### config.mk
export PLATFORM = sky130hd
export DESIGN_NAME = lib_voq_requester
export DESIGN_NICKNAME = d
export VERILOG_FILES = /design/src/rtl/lib_voq_requester.sv
export SDC_FILE = /design/constraint.sdc
export NUM_CORES = 1
export LEC_CHECK = 0
export CORE_ASPECT_RATIO = 0.9
export CORE_MARGIN = 2
export CORE_UTILIZATION = 28
export DETAILED_ROUTE_END_ITERATION = 16
export DONT_BUFFER_PORTS = 1
export MAX_ROUTING_LAYER = met4
export SLEW_MARGIN = 5
export SYNTH_ARGS = -nofsm -noshare
export SYNTH_HDL_FRONTEND = slang
export SYNTH_SLANG_ARGS = --single-unit
### constraint.sdc
create_clock -name clk -period 5.4 [get_ports clk]
set_input_delay 1.08 -clock clk [delete_from_list [all_inputs] [get_ports clk]]
set_output_delay 1.08 -clock clk [all_outputs]
set_load 0.01 [all_outputs]
### src/rtl/lib_voq_requester.sv
// Virtual output queues: M FIFOs of DEPTH x WIDTH, non-empty VOQs request the allocator, one pop per grant.
// Dequeued data appears 1 cycle after the grant; o_full gives upstream flow control, enqueue to a full VOQ drops and flags o_error.
module lib_voq_requester #(
  parameter int M     = 4,
  parameter int DEPTH = 8,
  parameter int WIDTH = 32
) (
  input  logic                 clk,
  input  logic                 reset,
  input  logic [WIDTH-1:0]     i_data,
  input  logic                 i_data_val,
  input  logic [$clog2(M)-1:0] i_data_dest,
  output logic [0:M-1]         o_full,
  output logic [0:M-1]         o_request,
  input  logic [0:M-1]         i_grant,
  output logic [WIDTH-1:0]     o_data,
  output logic                 o_data_val,
  output logic [$clog2(M)-1:0] o_data_dest,
  output logic                 o_error
);

  localparam int DW = $clog2(M);
  localparam int PW = $clog2(DEPTH);
  localparam int CW = PW + 1;

  logic [WIDTH-1:0] mem    [M][DEPTH];
  logic [PW-1:0]    rd_ptr [M];
  logic [PW-1:0]    wr_ptr [M];
  logic [CW-1:0]    cnt    [M];

  logic [0:M-1]  push;
  logic [0:M-1]  pop;
  logic          pop_vld;
  logic [DW-1:0] pop_idx;
  logic          dest_ok;
  logic          err_set;

  always_comb begin
    for (int j = 0; j < M; j++) begin
      o_request[j] = (cnt[j] != '0);
      o_full[j]    = (cnt[j] == CW'(DEPTH));
    end
  end

  assign dest_ok = ({1'b0, i_data_dest} < (DW+1)'(M));

  always_comb begin
    push    = '0;
    pop     = '0;
    pop_vld = 1'b0;
    pop_idx = '0;
    // Descending scan so the lowest-index granted non-empty VOQ wins.
    for (int j = M - 1; j >= 0; j--) begin
      if (i_grant[j] && o_request[j]) begin
        pop_vld = 1'b1;
        pop_idx = DW'(j);
      end
    end
    for (int j = 0; j < M; j++) begin
      pop[j] = pop_vld && (pop_idx == DW'(j));
    end
    if (i_data_val && dest_ok && !o_full[i_data_dest]) begin
      push[i_data_dest] = 1'b1;
    end
    err_set = (i_data_val && (!dest_ok || o_full[i_data_dest]))
            || (|(i_grant & ~o_request))
            || ($countones(i_grant) > 1);
  end

  always_ff @(posedge clk or posedge reset) begin
    if (reset) begin
      for (int j = 0; j < M; j++) begin
        rd_ptr[j] <= '0;
        wr_ptr[j] <= '0;
        cnt[j]    <= '0;
      end
      o_data_val  <= 1'b0;
      o_data      <= '0;
      o_data_dest <= '0;
      o_error     <= 1'b0;
    end else begin
      for (int j = 0; j < M; j++) begin
        if (push[j]) wr_ptr[j] <= wr_ptr[j] + 1'b1;
        if (pop[j])  rd_ptr[j] <= rd_ptr[j] + 1'b1;
        if (push[j] && !pop[j])      cnt[j] <= cnt[j] + 1'b1;
        else if (!push[j] && pop[j]) cnt[j] <= cnt[j] - 1'b1;
      end
      o_data_val <= pop_vld;
      if (pop_vld) begin
        o_data      <= mem[pop_idx][rd_ptr[pop_idx]];
        o_data_dest <= pop_idx;
      end
      if (err_set) o_error <= 1'b1;
    end
  end

  // Storage is deliberately left out of reset.
  always_ff @(posedge clk) begin
    for (int j = 0; j < M; j++) begin
      if (push[j]) mem[j][wr_ptr[j]] <= i_data;
    end
  end

endmodule

==> flow_metrics.env, run 1 <==
export IMPL_status="completed"
export IMPL_cts_tree="built"
export IMPL_fin_util_pct=32.3
export IMPL_irDropWorstVdd_mv=0.395
export IMPL_synth_nets=2649
export IMPL_place_area_um2=45000
export IMPL_async_reset_ff_share_pct=6.91
export IMPL_finalSetupViolCount=0
export IMPL_cp_end_kind="register"
export IMPL_worstPathRequired_ns=5.99
export IMPL_hold_path_class="input port to async pin"
export IMPL_rr_endpoint="o_data[26]$_DFFE_PP0P_"
export IMPL_final_hold_viol_count=0
export IMPL_drt_iter0_drc=2905
export IMPL_synth_area_um2=42200
export IMPL_num_rows=135
export IMPL_clk_pin_slew_ns=0.06
export IMPL_critPathTopFamily="buffers and inverters"
export IMPL_vias_per_cell=5.20
export IMPL_ys_seq_elements=1100
export IMPL_post_cts_buffers=0
export IMPL_cts_resized=0
export IMPL_antenna_found_initial=2
export IMPL_period_needed_ns=3.83
export IMPL_drc=0
export IMPL_initial_core_util_pct=28.1
export IMPL_cap_violations=0
export IMPL_worst_path_max_delay_cell="o41a_1"
export IMPL_slew_viol_final=0
export IMPL_clock_sinks=1100
export IMPL_ctsHtreeMaxLevel=3
export IMPL_timing_rr_start="cnt[12]$_DFFE_PP0P_"
export IMPL_dr_pass1_iters=9
export IMPL_cts_hold_buf=0
export IMPL_core_area_um2=150000
export IMPL_setup_worst_path_start="cnt[12]$_DFFE_PP0P_"
export IMPL_clock_skew_ns=0.0202
export IMPL_ys_seq_area_share_pct=77.4
export IMPL_n_antenna_cell=0
export IMPL_grt_pass1_vias=23451
export IMPL_cts_buffers=105
export IMPL_drive_gt1_share_pct=11.2
export IMPL_io_pins=85
export IMPL_syn_to_final_growth_pct=14.8
export IMPL_synth_top_area_share_pct=72.9
export IMPL_startpoint_type="register"
export IMPL_synth_edf_count=1024
export IMPL_grt_max_degree=112
export IMPL_path_cells="o41a_1, nor4_4, buf_12, buf_4, buf_4, a222oi_1, mux2i_1, o32ai_1, o221ai_1"
export IMPL_port_buffers=0
export IMPL_final_antenna_net_count=0
export IMPL_finalSetupTns_ns=0
export IMPL_path_buf_inv=3
export IMPL_worst_pin_slew_ns=1.16
export IMPL_syn_area_per_cell_um2=16.3
export IMPL_netlist_top_cell_by_area="edfxtp_1"
export IMPL_power_density_nw_per_um2=499
export IMPL_die_w_um=413
export IMPL_clk_latency_ns=0.70
export IMPL_ys_warn_count=0
export IMPL_slowest_delay_ns=0.73
export IMPL_post_drt_wl_per_cell_um=24.8
export IMPL_syn_instance_count=2583
export IMPL_whs_ns=0.377
export IMPL_fp_dieH_um=372
export IMPL_hpwl_um=63000
export IMPL_fmax_mhz=261
export IMPL_worstPathArrival_ns=4.42
export IMPL_nets=2658
export IMPL_layout_worst_path_cycle_share_pct=70.9
export IMPL_criticalPathCategory="register to register"
export IMPL_r2r_slack_ns=1.57
export IMPL_synthTopCellsByArea="edfxtp_1 (73%), dfrtp_1 (4.5%), a221oi_1 (3.9%), nand2_1 (3.2%), mux2i_1 (2.3%)"
export IMPL_critPathMaxFanout=66
export IMPL_crit_top_cell="buf_4"
export IMPL_wirelength_um=116000
export IMPL_dieArea_um2=154000
export IMPL_synthFlopType="edfxtp_1"
export IMPL_n_fill_cell=14460
export IMPL_cts_root_buf="clkbuf_16"
export IMPL_p_leak_uw=0.0153
export IMPL_clk_path_buf_depth=3
export IMPL_globalRouteOverflowTotal=0
export IMPL_reg2reg_depth=9
export IMPL_dr_total_vias=24277
export IMPL_yosysMostFrequentCell="edfxtp_1"
export IMPL_synth_common_cells="edfxtp_1 (1024), nand2_1 (358), a221oi_1 (190)"
export IMPL_gp_congestion=0.778
export IMPL_grt_pass1_wl_um=167000
export IMPL_synth_cell_types=56
export IMPL_maxSlewHeadroom_pct=22.4
export IMPL_rsz0062_at_grt="no"
export IMPL_grtUsageTotal_pct=15.1
export IMPL_final_area_um2=48400
[worst max path at each step]
stage	end	slack (ns)	cells past startpoint
final	o_data[26]$_DFFE_PP0P_	1.57	9
after global placement	cnt[7]$_DFFE_PP0P_	1.00	12
after detailed placement	cnt[7]$_DFFE_PP0P_	1.08	12
after CTS	o_data[14]$_DFFE_PP0P_	1.57	9
after global routing	o_data[26]$_DFFE_PP0P_	1.32	9
after floorplan	mem[0][192]$_DFFE_PP_	0.66	3
[flip-flops by register name (all words and copies together), names as in the netlist]
register	cells
wr_ptr	12
mem	1024
o_data_val	1
o_error	1
rd_ptr	12
o_data_dest	2
cnt	16
o_data	32
[stage by stage]
stage                     std cells  worst slack, ns  total power [uW]
after floorplan                2583            0.656             14700
after global placement         4471             1.00             17000
after detailed placement       4471             1.08             17100
after CTS                      4666             1.57             24300
after global routing           4666             1.32             25200
final                          4666             1.57             24200
[layout make-up]
cell class	count	area, um2	area share [%]
clock buffer	142	2910	6.01
clock inverter	53	493	1.02
inverter	14	57.6	0.119
multi-input combinational	1293	9000	18.6
sequential	1100	32700	67.5
tap	1986	2480	5.13
timing repair buffer	78	811	1.67
[cell families after synthesis]
kind of cell / count (synthesis) / share of synthesized area (%)
adders and majority gates: 25 / 0.831
DFF: 1100 / 77.4
muxes: 111 / 2.70
AOI/OAI and AO/OA: 654 / 11.9
xor gates and xnor gates: 31 / 0.644
buffers and inverters: 190 / 1.90
and+or+nand+nor: 472 / 4.62
[metal layers]
| layer | part of all wire [%] | vias up | GRT usage [%] | routed length (um) |
|---|---|---|---|---|
| met4 | 1.7 | 0 | 3.33 | 2010 |
| met3 | 7.4 | 154 | 2.92 | 8590 |
| met2 | 48 | 1001 | 24.1 | 56000 |
| li1 | - | 10514 | - | - |
| met1 | 42 | 12608 | 20.0 | 49100 |
| met5 | 0 | - | - | 0 |
[power breakdown]
group | internal, uW | switching (uW) | total [uW]
clock network | 4160 | 3160 | 7320
logic | 2210 | 4040 | 6240
registers | 9940 | 649 | 10600
total | 16300 | 7840 | 24200
[cell usage in the layout (no fill, tap or decap), drive strengths merged, types with 2 or more instances in the layout]
master       n
a211oi       5
a21o         4
a21oi      175
a221oi     201
a222oi      70
a22o         5
and2         2
buf         78
bufinv       8
clkbuf     142
clkinv      37
clkinvlp     2
dfrtp       76
edfxtp    1024
fa           5
ha          20
inv         20
mux2        12
mux2i       98
nand2      358
nand2b      12
nor2        43
nor3        39
nor4         3
nor4b        5
o211ai       2
o21ai       42
o221ai      72
o22ai       30
o311ai       2
o31ai       10
o32ai       24
o41a         3
o41ai        3
or3          2
or4          4
xnor2       23
xor2         8
No activity file was read; power rests on OpenSTA's default activity.
==> inputs of run 2 (changes only) <==
- clock period: 5.4 -> 3.7 ns (I/O delays scaled with it)
==> run 2 against run 1 <==
Combinational power up 53%. First-iteration DRC count is 3.8% lower. Highest routed layer unchanged. Largest power group unchanged. Count of clock-buffer cells in the layout up 1. Critical path type unchanged. Sequential share of layout area down 0.94 points.
==> flow_metrics.env, run 2 (same netlist as run 1, synthesis figures left out) <==
export IMPL_status="completed"
export IMPL_worst_pin_slew_ns=0.814
export IMPL_finalSetupTns_ns=0
export IMPL_pre_cts_ws_ns=0.268
export IMPL_layout_common_cells="edfxtp_1 (1024), nand2_1 (356), a221oi_1 (190)"
export IMPL_drc=0
export IMPL_power_density_nw_per_um2=722
export IMPL_antenna_found_initial=1
export IMPL_rsz0062_at_grt="no"
export IMPL_n_antenna_cell=0
export IMPL_n_fill_cell=14370
export IMPL_dr_total_vias=24672
export IMPL_final_antenna_net_count=0
export IMPL_place_area_um2=45800
export IMPL_hold_path_class="input port to async pin"
export IMPL_largest_register_ffs=1024
export IMPL_clock_skew_ns=0.0363
export IMPL_drt_iter0_drc=2796
export IMPL_cts_root_buf="clkbuf_16"
export IMPL_maxSlewHeadroom_pct=45.6
export IMPL_slowest_delay_ns=0.68
export IMPL_grtUsageTotal_pct=15.5
export IMPL_clk_pin_slew_ns=0.06
export IMPL_post_cts_buffers=0
export IMPL_port_buffers=0
export IMPL_grt_max_degree=84
export IMPL_cap_violations=0
export IMPL_cp_end_kind="register"
export IMPL_critPathMaxFanout=34
export IMPL_worstPathArrival_ns=4.01
export IMPL_path_buf_inv=2
export IMPL_die_w_um=413
export IMPL_io_pins=85
export IMPL_criticalPathCategory="register to register"
export IMPL_setup_slack_ns=0.265
export IMPL_cts_buffers=105
export IMPL_cts_resized=0
export IMPL_drive_gt1_share_pct=11.9
export IMPL_p_leak_uw=0.0155
export IMPL_num_rows=135
export IMPL_worst_path_max_delay_cell="o41a_1"
export IMPL_nets=2687
export IMPL_clk_path_buf_depth=3
export IMPL_vias_per_cell=5.26
export IMPL_globalRouteOverflowTotal=0
export IMPL_cts_hold_buf=0
export IMPL_layout_worst_path_cycle_share_pct=92.9
export IMPL_gp_congestion=0.776
export IMPL_core_area_um2=150000
export IMPL_post_drt_wl_per_cell_um=25.1
export IMPL_hpwl_um=61900
export IMPL_irDropWorstVdd_mv=0.476
export IMPL_worstPathRequired_ns=4.28
export IMPL_ctsHtreeMaxLevel=3
export IMPL_grt_pass1_vias=24030
export IMPL_dr_pass1_iters=9
export IMPL_grt_pass1_wl_um=170000
export IMPL_fmax_mhz=291
export IMPL_path_cells="o41a_1, a31oi_4, or2_1, and2_4, buf_12, buf_12, mux2i_1, o221ai_1, a221oi_1, o22ai_1"
export IMPL_clk_latency_ns=0.71
export IMPL_slew_viol_final=0
export IMPL_final_area_um2=49100
export IMPL_cts_tree="built"
export IMPL_period_needed_ns=3.44
export IMPL_startpoint_type="register"
export IMPL_critPathTopFamily="compound AO/OA/AOI/OAI gates"
export IMPL_final_hold_viol_count=0
export IMPL_wirelength_um=118000
export IMPL_syn_to_final_growth_pct=16.4
export IMPL_finalSetupViolCount=0
export IMPL_clock_sinks=1100
export IMPL_initial_core_util_pct=28.1
export IMPL_dieArea_um2=154000
export IMPL_fp_dieH_um=372
export IMPL_crit_top_cell="buf_12"
export IMPL_layout_commonest_cell="edfxtp_1"
## run 2: metal layers
layer | part of all wire [%] | track usage [%] | routed length [um] | vias to the layer above
met3 | 8.5 | 3.24 | 9990 | 148
li1 | - | - | - | 10563
met1 | 41 | 20.0 | 48500 | 12903
met2 | 48 | 24.9 | 57000 | 1058
met4 | 2.1 | 3.68 | 2430 | 0
met5 | 0 | - | 0 | -
## run 2: worst paths after layout
check / startpoint / to / slack, ns / depth (start not counted)
worst min register to register: rd_ptr[8]$_DFFE_PP0P_ / rd_ptr[8]$_DFFE_PP0P_ / 0.48 / 1
worst min-delay path: reset / wr_ptr[8]$_DFFE_PP0P_ / 0.02 / 1
worst max-delay path: cnt[12]$_DFFE_PP0P_ / o_data[7]$_DFFE_PP0P_ / 0.26 / 10
max in group asynchronous: reset / o_data[23]$_DFFE_PP0P_ / 2.94 / 2
worst max register to register: cnt[12]$_DFFE_PP0P_ / o_data[7]$_DFFE_PP0P_ / 0.26 / 10
min in group clk: i_data[30] / mem[3][126]$_DFFE_PP_ / 0.12 / 0
## run 2: area by class of cell
type                            instances  area (um2)  area share, %
Timing Repair Buffer                  107        1570           3.19
Tap cell                             1986        2480           5.06
Clock inverter                         48         442          0.900
Sequential cell                      1100       32700           66.5
Multi-Input combinational cell       1293        9050           18.4
Clock buffer                          143        2840           5.79
Inverter                               14        57.6          0.117
## run 2: power by group
group / total, uW / internal [uW] / switching (uW) / leakage, uW
sequential: 15500 / 14500 / 984 / 0.0101
clock: 10400 / 5740 / 4650 / 0.00161
combinational: 9560 / 3560 / 5990 / 0.00376
## run 2: per-stage QoR
step | utilization [%] | hold slack, ns | power, uW | instances
finish | 32.7 | 0.0198 | 35400 | 4691
global route | 32.7 | 0.0248 | 37000 | 4691
CTS | 32.7 | 0.0143 | 35700 | 4691
detailed placement | 30.5 | 0.469 | 25300 | 4500
global placement | 30.5 | 0.465 | 25200 | 4500
floorplan | - | 0.445 | 21500 | 2583
## run 2: worst register-to-register path: stages, from the launching register on
cell and delay [ns]:
dfrtp_1 0.45, o41a_1 0.68, a31oi_4 0.35, or2_1 0.23, and2_4 0.28, buf_12 0.25, buf_12 0.27, mux2i_1 0.24
o221ai_1 0.15, a221oi_1 0.31, o22ai_1 0.11
